===== src/rtl/glyph_mem_pkg.sv =====
// Shared sizing helper, default geometry and sequencer state type for the glyph bitmap store.
package glyph_mem_pkg;

   // Bits needed to address 'value' entries, but never fewer than one.
   function automatic int clog2_min1(input int value);
      int bits;
      bits = 0;
      while ((1 << bits) < value) bits = bits + 1;
      return (bits < 1) ? 1 : bits;
   endfunction

   localparam int          DEF_GLYPH_W       = 4;
   localparam int          DEF_GLYPH_H       = 5;
   localparam int          DEF_NUM_GLYPHS    = 4;
   localparam logic [19:0] DEF_RESET_PATTERN = 20'hA5A5A;

   typedef enum logic {
      SEQ_IDLE = 1'b0,
      SEQ_RUN  = 1'b1
   } seq_state_e;

endpackage


===== src/rtl/glyph_restore_seq.sv =====
// Restore sequencer: walks every row once, emitting one default-pattern row write per cycle.
module glyph_restore_seq
   import glyph_mem_pkg::*;
#(
   parameter int GLYPH_H  = DEF_GLYPH_H,
   parameter int NUM_ROWS = DEF_GLYPH_H * DEF_NUM_GLYPHS,
   parameter int AW       = clog2_min1(NUM_ROWS),
   parameter int YW       = clog2_min1(GLYPH_H)
) (
   input  logic           clock,
   input  logic           rst,
   input  logic           restore,
   output seq_state_e     state,
   output logic           busy,
   output logic           row_we,
   output logic [AW-1:0]  row_addr,
   output logic [YW-1:0]  row_sel_y
);

   localparam logic [AW-1:0] LAST_ROW = AW'(NUM_ROWS - 1);
   localparam logic [YW-1:0] LAST_Y   = YW'(GLYPH_H - 1);

   seq_state_e      state_next;
   logic [AW-1:0]   row_cnt;
   logic [AW-1:0]   row_cnt_next;
   logic [YW-1:0]   y_cnt;
   logic [YW-1:0]   y_cnt_next;

   always_ff @(posedge clock) begin
      if (rst) begin
         state   <= SEQ_IDLE;
         row_cnt <= '0;
         y_cnt   <= '0;
      end else begin
         state   <= state_next;
         row_cnt <= row_cnt_next;
         y_cnt   <= y_cnt_next;
      end
   end

   // y_cnt tracks row_cnt mod GLYPH_H incrementally so no divider is needed.
   always_comb begin
      state_next   = state;
      row_cnt_next = row_cnt;
      y_cnt_next   = y_cnt;
      case (state)
         SEQ_IDLE: begin
            if (restore) begin
               state_next   = SEQ_RUN;
               row_cnt_next = '0;
               y_cnt_next   = '0;
            end
         end
         SEQ_RUN: begin
            if (row_cnt == LAST_ROW) begin
               state_next   = SEQ_IDLE;
               row_cnt_next = '0;
               y_cnt_next   = '0;
            end else begin
               row_cnt_next = row_cnt + AW'(1);
               y_cnt_next   = (y_cnt == LAST_Y) ? '0 : y_cnt + YW'(1);
            end
         end
         default: state_next = SEQ_IDLE;
      endcase
   end

   assign busy      = (state == SEQ_RUN);
   assign row_we    = (state == SEQ_RUN);
   assign row_addr  = row_cnt;
   assign row_sel_y = y_cnt;

endmodule


===== src/rtl/glyph_bitmap_memory.sv =====
// Multi-glyph 1-bit bitmap store: pixel write port, 2-stage pipelined pixel read port,
// and a row-at-a-time restore of the default pattern.
module glyph_bitmap_memory
   import glyph_mem_pkg::*;
#(
   parameter int                             GLYPH_W       = DEF_GLYPH_W,
   parameter int                             GLYPH_H       = DEF_GLYPH_H,
   parameter int                             NUM_GLYPHS    = DEF_NUM_GLYPHS,
   parameter logic [GLYPH_W*GLYPH_H-1:0]     RESET_PATTERN = DEF_RESET_PATTERN,
   localparam int                            XW            = clog2_min1(GLYPH_W),
   localparam int                            YW            = clog2_min1(GLYPH_H),
   localparam int                            GW            = clog2_min1(NUM_GLYPHS)
) (
   input  logic           clock,
   input  logic           rst,
   input  logic           rd_en,
   input  logic [GW-1:0]  rd_glyph,
   input  logic [XW-1:0]  rd_x,
   input  logic [YW-1:0]  rd_y,
   output logic           rd_data,
   output logic           rd_valid,
   input  logic           wr_en,
   input  logic [GW-1:0]  wr_glyph,
   input  logic [XW-1:0]  wr_x,
   input  logic [YW-1:0]  wr_y,
   input  logic           wr_data,
   input  logic           restore,
   output logic           busy
);

   localparam int NUM_ROWS = NUM_GLYPHS * GLYPH_H;
   localparam int AW       = clog2_min1(NUM_ROWS);

   logic [GLYPH_W-1:0] rows         [NUM_ROWS];
   logic [GLYPH_W-1:0] default_rows [GLYPH_H];

   seq_state_e         seq_state;
   logic               row_we;
   logic [AW-1:0]      row_addr;
   logic [YW-1:0]      row_sel_y;

   logic               rd_hit;
   logic               wr_hit;
   logic               wr_ok;
   logic [AW-1:0]      rd_row;
   logic [AW-1:0]      wr_row;

   logic               s1_valid;
   logic               s1_hit;
   logic [GLYPH_W-1:0] s1_row;
   logic [XW-1:0]      s1_x;

   for (genvar gy = 0; gy < GLYPH_H; gy++) begin : g_default
      assign default_rows[gy] = RESET_PATTERN[gy*GLYPH_W +: GLYPH_W];
   end

   glyph_restore_seq #(
      .GLYPH_H  (GLYPH_H),
      .NUM_ROWS (NUM_ROWS),
      .AW       (AW),
      .YW       (YW)
   ) u_restore_seq (
      .clock     (clock),
      .rst       (rst),
      .restore   (restore),
      .state     (seq_state),
      .busy      (busy),
      .row_we    (row_we),
      .row_addr  (row_addr),
      .row_sel_y (row_sel_y)
   );

   assign rd_hit = (int'(rd_glyph) < NUM_GLYPHS) && (int'(rd_y) < GLYPH_H) && (int'(rd_x) < GLYPH_W);
   assign wr_hit = (int'(wr_glyph) < NUM_GLYPHS) && (int'(wr_y) < GLYPH_H) && (int'(wr_x) < GLYPH_W);
   assign rd_row = AW'(int'(rd_glyph) * GLYPH_H + int'(rd_y));
   assign wr_row = AW'(int'(wr_glyph) * GLYPH_H + int'(wr_y));

   // Host writes are locked out for the whole restore, including the cycle it is accepted.
   assign wr_ok  = wr_en && wr_hit && !restore && (seq_state != SEQ_RUN);

   always_ff @(posedge clock) begin
      if (rst) begin
         for (int r = 0; r < NUM_ROWS; r++) begin
            rows[r] <= RESET_PATTERN[(r % GLYPH_H)*GLYPH_W +: GLYPH_W];
         end
      end else if (row_we) begin
         rows[row_addr] <= default_rows[row_sel_y];
      end else if (wr_ok) begin
         rows[wr_row][wr_x] <= wr_data;
      end
   end

   // Stage 1 samples the array before this edge's write lands, so a same-cycle read sees old data.
   always_ff @(posedge clock) begin
      if (rst) begin
         s1_valid <= 1'b0;
         s1_hit   <= 1'b0;
         s1_row   <= '0;
         s1_x     <= '0;
         rd_valid <= 1'b0;
         rd_data  <= 1'b0;
      end else begin
         s1_valid <= rd_en;
         if (rd_en) begin
            s1_hit <= rd_hit;
            s1_row <= rd_hit ? rows[rd_row] : '0;
            s1_x   <= rd_x;
         end
         rd_valid <= s1_valid;
         if (s1_valid) begin
            rd_data <= s1_hit & s1_row[s1_x];
         end
      end
   end

endmodule


===== config.mk =====
export PLATFORM = sky130hd
export DESIGN_NAME = glyph_bitmap_memory
export DESIGN_NICKNAME = d
export VERILOG_FILES = /design/src/rtl/glyph_mem_pkg.sv /design/src/rtl/glyph_restore_seq.sv /design/src/rtl/glyph_bitmap_memory.sv
export SDC_FILE = /design/constraint.sdc
export NUM_CORES = 1
export LEC_CHECK = 0
export CAP_MARGIN = 20
export CORE_MARGIN = 2
export CORE_UTILIZATION = 60
export DETAILED_ROUTE_END_ITERATION = 16
export DONT_BUFFER_PORTS = 1
export HOLD_SLACK_MARGIN = 0.08
export PLACE_DENSITY_LB_ADDON = 0.12
export SYNTH_ARGS = -nofsm -noshare
export SYNTH_HDL_FRONTEND = slang
export SYNTH_SLANG_ARGS = --single-unit

===== constraint.sdc =====
create_clock -name clock -period 5.5 [get_ports clock]
set_input_delay 1.375 -clock clock [delete_from_list [all_inputs] [get_ports clock]]
set_output_delay 1.375 -clock clock [all_outputs]
set_load 0.03 [all_outputs]

Yosys cells after proc, flatten, opt, wreduce, memory -nomap -nowiden
Memory sizes are Yosys's and may differ from the RTL's. Cells that the tools add are included.

Add/subtract/negate cells: 4. Multipliers: 2. $lt $le $gt $ge: 6. Eq/ne operators: 3. Multiplexer cells: 32. Bitwise operators: 3. Reductions and logical operators: 7.

Operator list (number): $mux W4 (7); $mux W5 (4); $mux W1 (13); $add A5 B3 Y5 (2); $mul A2 B3 Y5 const B (2); $pmux W5 S2 (1); $mux W3 (3); $reduce_or A4 Y1 (2); $lt A2 B3 Y1 const B (2); $lt A3 B3 Y1 const B (2); $pmux W3 S2 (1); $add A5 B1 Y5 const B (1); $eq A5 B5 Y1 const B (1); $ge A4 B4 Y1 const B (1); $logic_and A1 B1 Y1 (4); $not A3 Y4 (1); $add A3 B1 Y3 const B (1); $eq A3 B3 Y1 const B (1); $bmux W1 S2 (1); $demux W1 S2 (1); $ge A2 B1 Y1 const B (1); $ne A2 B2 Y1 const B (1); $pmux W1 S2 (1); $and A1 B1 Y1 (1); 2 further kinds (2).

Bits in registers: 19. Bits in writable memories: 80. ROM bits: 32. Output and inout bits: 3. Memories kept: 2.

Memories: rows (depth 20, width 4, rd ports 1, clocked after memory_dff 0, wr ports 20, RTL line glyph_bitmap_memory.sv:34) `logic [GLYPH_W-1:0] rows [NUM_ROWS];`; (no name shown) (depth 8, width 4, rd ports 1, clocked after memory_dff 0, wr ports 0, RTL line glyph_bitmap_memory.sv:87) `rows[row_addr] <= default_rows[row_sel_y];`.

Logic depth before layout (Yosys ltp)
Depth in word-level cells: 10. Depth in mapped cells: 10. Gate-level depth less buffers: 9.

Cells and area by module
Synthesis repeated with hierarchy kept, for this count alone.

Cell total of the unflattened synthesis: 657. Area total of the unflattened synthesis: 8054.0 µm².

Modules (own cells, without submodules): glyph_bitmap_memory (times used 1, cells an instance 601, area an instance 7564.8 µm², seq. area each 4043.9 µm²); glyph_restore_seq (times used 1, cells an instance 56, area an instance 489.2 µm², seq. area each 180.2 µm²).

Least setup slack after synthesis
Ideal clock, no wire load.

Path type: input to register. From: input port rd_glyph[1]. To: register s1_row[2]. Setup time: 0.074 ns. Arrival time: 3.636 ns. Path slack: 1.790 ns. Stages on the path: 9. Cells stage by stage: ha_1 ha_1 fa_1 clkbuf_1 xor2_1 mux4_2 nand3b_1 o311ai_0 o21ai_0.

Word-level cells in the longest chain between the ends: 4.

RTL lines: from (decl) (RTL line glyph_bitmap_memory.sv:17) `input logic [GW-1:0] rd_glyph,`; $mul A2 B3 Y5 (RTL line glyph_bitmap_memory.sv:75) `assign rd_row = AW'(int'(rd_glyph) * GLYPH_H + int'(rd_y));`; $add A5 B3 Y5 (RTL line glyph_bitmap_memory.sv:75); $mem_v2 Z20 W4; $mux W4 (RTL line glyph_bitmap_memory.sv:106) `s1_row <= rd_hit ? rows[rd_row] : '0;`; to (signal assigned) (RTL line glyph_bitmap_memory.sv:106); to (decl) (RTL line glyph_bitmap_memory.sv:50) `logic [GLYPH_W-1:0] s1_row;`.

No other way between the ends. A chain may end at the register's enable or synchronous reset.

Final worst setup path
From: input port rd_glyph[1]. To: register s1_row[0].

Same word-level chain as after synthesis.

==> metrics.txt <==
status complete, no violations; gpl congestion 0.891; Seq/Total Area, Yosys between 50 and 60%; CP required about 5.8 ns; Tmin final 3.89 ns; row count 42; Post-DP HPWL between 10,000 and 15,000 um; synthesized flop and latch total 147; RSZ-0062 raised after global routing false; Num CTS Buffers 17; die width between 100 and 150 um; max frequency between 0.2 and 0.3 GHz; later-pin clock latency in the skew report 0.42 ns; VDD IR-drop max approximately 210 uV; Startpoint Class input port; pre-CTS WS ~1.3 ns; Pre-antenna DRT Iters 5; first-pass GRT wire length a little over 30,000 um; share of the synthesized area in the top cell type 47.6%; Final WS setup 1.61 ns; vias about 5,800; Setup Fix Bufs, Post-CTS 0; worst-case clock buffer depth 2; vias in the first global route 5,832; Top FF cell, synth edfxtp_1; CP Cell Sequence ha_1 > ha_1 > fa_1 > nor2b_1 > a22oi_1 > a21oi_1 > nor4_1 > a22o_1; CTS Hold Bufs 0; Worst Setup End Kind flip-flop; Post-synth EDFFs ~130; largest net degree at the start of global routing 100; worst-path fanout max 12; vias per cell between 6 and 7; Hold Crit Class reg2reg; Clock H-tree levels 4; Worst Skew between 0.004 and 0.005 ns; max_cap viols 0; Pins Over Slew Limit 0; Starting Density 61.2%; Routed Antenna Nets 0; die height ~120 um; Hold WS 0.479 ns; WL final between 15,000 and 20,000 um; Slowest-stage cell, CP nor2b_1; Netlist cell types 55; worst-margin pin slew ~1.1 ns; Port Buffer Count 0; Core Area about 0.013 mm^2; DRT iter0 DRCs between 600 and 700; final layout net count approximately 740; clk sink count around 150; CP max stage delay 0.91 ns; syn avg cell area 11.0 um^2; CTS tree yes; Slew HR between 20% and 30%; Setup violations, final 0; Top delay family on crit path adder cells; drt wl/cell 21.3 um; Tcrit/Tclk final between 70% and 80%; synth-to-layout area growth 7.73%; fillers approximately 1,000; num ports 23; PostCTS Resize Cnt 0; Post-Syn Area 0.00808 mm^2; worst setup path class in2reg; Buf+Inv Stages, Crit Path 0; Leak 3.14 nW; fraction of layout instances using a drive strength above 1 under 10%; residual DRC count 0; most used cell, CP ha_1; DIE AREA approximately 0.014 mm^2; Critical Path AT 4.20 ns; ys async rst share 0%; GR Util All Layers between 20% and 30%; Final Hold Viols 0; area leader, netlist edfxtp_1; initial antenna violation count 0; diode count 0; Synth Net Count 772; Overflow after GRT 0; CTS root buf clkbuf_16; largest cells by area after synthesis edfxtp_1 48%, mux2i_1 7.9%, a21o_1 5.9%; Cells after Synth between 700 and 800; clk slew on worst S/H paths ~0.060 ns; setup TNS 0 ns; Final Power between 0.002 and 0.003 W; Synth warnings 0; PwrDens between 300 and 400 mW/mm^2
registers in the layout (all words and copies together), names as in the netlist:
register                 cells
rows                       128
u_restore_seq.row_addr       5
s1_row                       4
u_restore_seq.row_sel_y      3
s1_x                         2
rd_data                      1
rd_valid                     1
s1_hit                       1
s1_valid                     1
u_restore_seq.busy           1
per-stage QoR:
step,std cells,util [%],area (um^2)
2_1_floorplan,735,-,8080
3_3_place_gp,863,61.8,8150
3_5_place_dp,863,61.8,8150
4_1_cts,895,65.9,8690
5_1_grt,896,66.0,8700
6_report,896,66.0,8700
per-layer routing:
layer | global-route usage [%] | vias up | wire length [um]
met5 | 0 | - | 0
met4 | 10.8 | 0 | 455
met3 | 6.27 | 37 | 1520
met2 | 43.0 | 258 | 9010
met1 | 40.0 | 2854 | 8110
li1 | - | 2670 | -
layout by cell type (no fill, tap or decap), types with 3 or more instances in the layout:
master | Yosys | routed
nand4_1 | 6 | 6
buf_4 | 3 | 10
a211oi_1 | 3 | 3
clkinv_2 | 0 | 4
nor3_1 | 11 | 11
nand2_1 | 25 | 25
mux4_2 | 7 | 7
clkbuf_1 | 26 | 5
a22o_1 | 4 | 4
o21bai_1 | 20 | 20
ha_1 | 15 | 14
or3_1 | 6 | 6
a21oi_1 | 24 | 24
clkbuf_8 | 0 | 4
inv_1 | 14 | 14
nand3_1 | 31 | 31
a31oi_1 | 10 | 10
dfxtp_1 | 19 | 19
and2_1 | 3 | 3
o21ai_0 | 6 | 6
nand3b_1 | 3 | 3
nor2_1 | 116 | 116
nor2b_1 | 10 | 10
or2_1 | 3 | 3
a22oi_1 | 29 | 29
clkbuf_16 | 0 | 18
o32a_1 | 4 | 4
mux2i_1 | 64 | 64
a21o_1 | 64 | 64
nor4_1 | 3 | 3
edfxtp_1 | 128 | 128
nand2b_1 | 14 | 14
nor2_2 | 4 | 4
synthesized netlist by cell type, types with 2 or more instances:
master and instances:
nand3b_1 3, or3_1 6, nand2b_1 14, fa_1 2, a21o_1 64, mux2_2 2
a31oi_1 10, clkbuf_1 26, a21oi_1 24, inv_1 14, o32ai_1 3, mux4_2 7
edfxtp_1 128, o21bai_1 20, and2_1 3, nand2_1 25, nor3b_1 2, xor2_1 2
or2_2 2, ha_1 15, o21ai_0 6, buf_2 26, a32oi_1 2, nor2_2 4
a22o_1 4, a32o_1 2, buf_4 3, nor4_1 3, mux2i_1 64, a22oi_1 29
nor2b_1 10, nor2_1 116, a211oi_1 3, o32a_1 4, nor3_1 11, nand3_1 31
nand4_1 6, dfxtp_1 19, or2_1 3, mux2_4 2
layout make-up:
class                      count  area (um^2)  share of cell area (%)
sequential                   147         4220                    48.5
multi-input combinational    516         3580                    41.1
clock buffer                  27          524                    6.02
tap                          176          220                    2.53
timing repair buffer          10         75.1                   0.863
inverter                      15         56.3                   0.647
clock inverter                 5         23.8                   0.273
worst paths after layout:
path	endpoint	slack, ns	startpoint	depth (start not counted)
setup / recovery	s1_row[0]$_SDFFE_PP0P_	1.61	rd_glyph[1]	8
hold / removal	rd_data$_SDFFE_PP0P_	0.48	s1_hit$_SDFFE_PP0P_	2
setup reg to reg	rows[15][0]$_SDFFCE_PN0P_	2.25	u_restore_seq.busy$_SDFF_PP0_	5
hold reg to reg	rd_data$_SDFFE_PP0P_	0.48	s1_hit$_SDFFE_PP0P_	2
cell families (layout without fill, tap and decap cells):
| family | after synthesis | after routing | share of synthesized area (%) |
|---|---|---|---|
| XOR/XNOR | 2 | 2 | 0.217 |
| adder cells (fa/ha/maj) | 17 | 17 | 2.82 |
| buffers and inverters | 72 | 57 | 3.98 |
| AND/OR/NAND/NOR | 244 | 244 | 14.3 |
| flip-flops | 147 | 147 | 52.3 |
| AO/OA/AOI/OAI | 178 | 178 | 15.9 |
| multiplexers | 75 | 75 | 10.5 |
tightest hold or removal path, cell delays in order, from the launching register on:
cell and delay (ns):
dfxtp_1 0.31, nand3_1 0.07, a21oi_1 0.06
where the power goes:
group	internal (W)	switching, W
combinational	0.000134	0.000209
sequential	0.00123	0.0000120
clock	0.000647	0.000429
No activity file was read; power rests on OpenSTA's default activity.
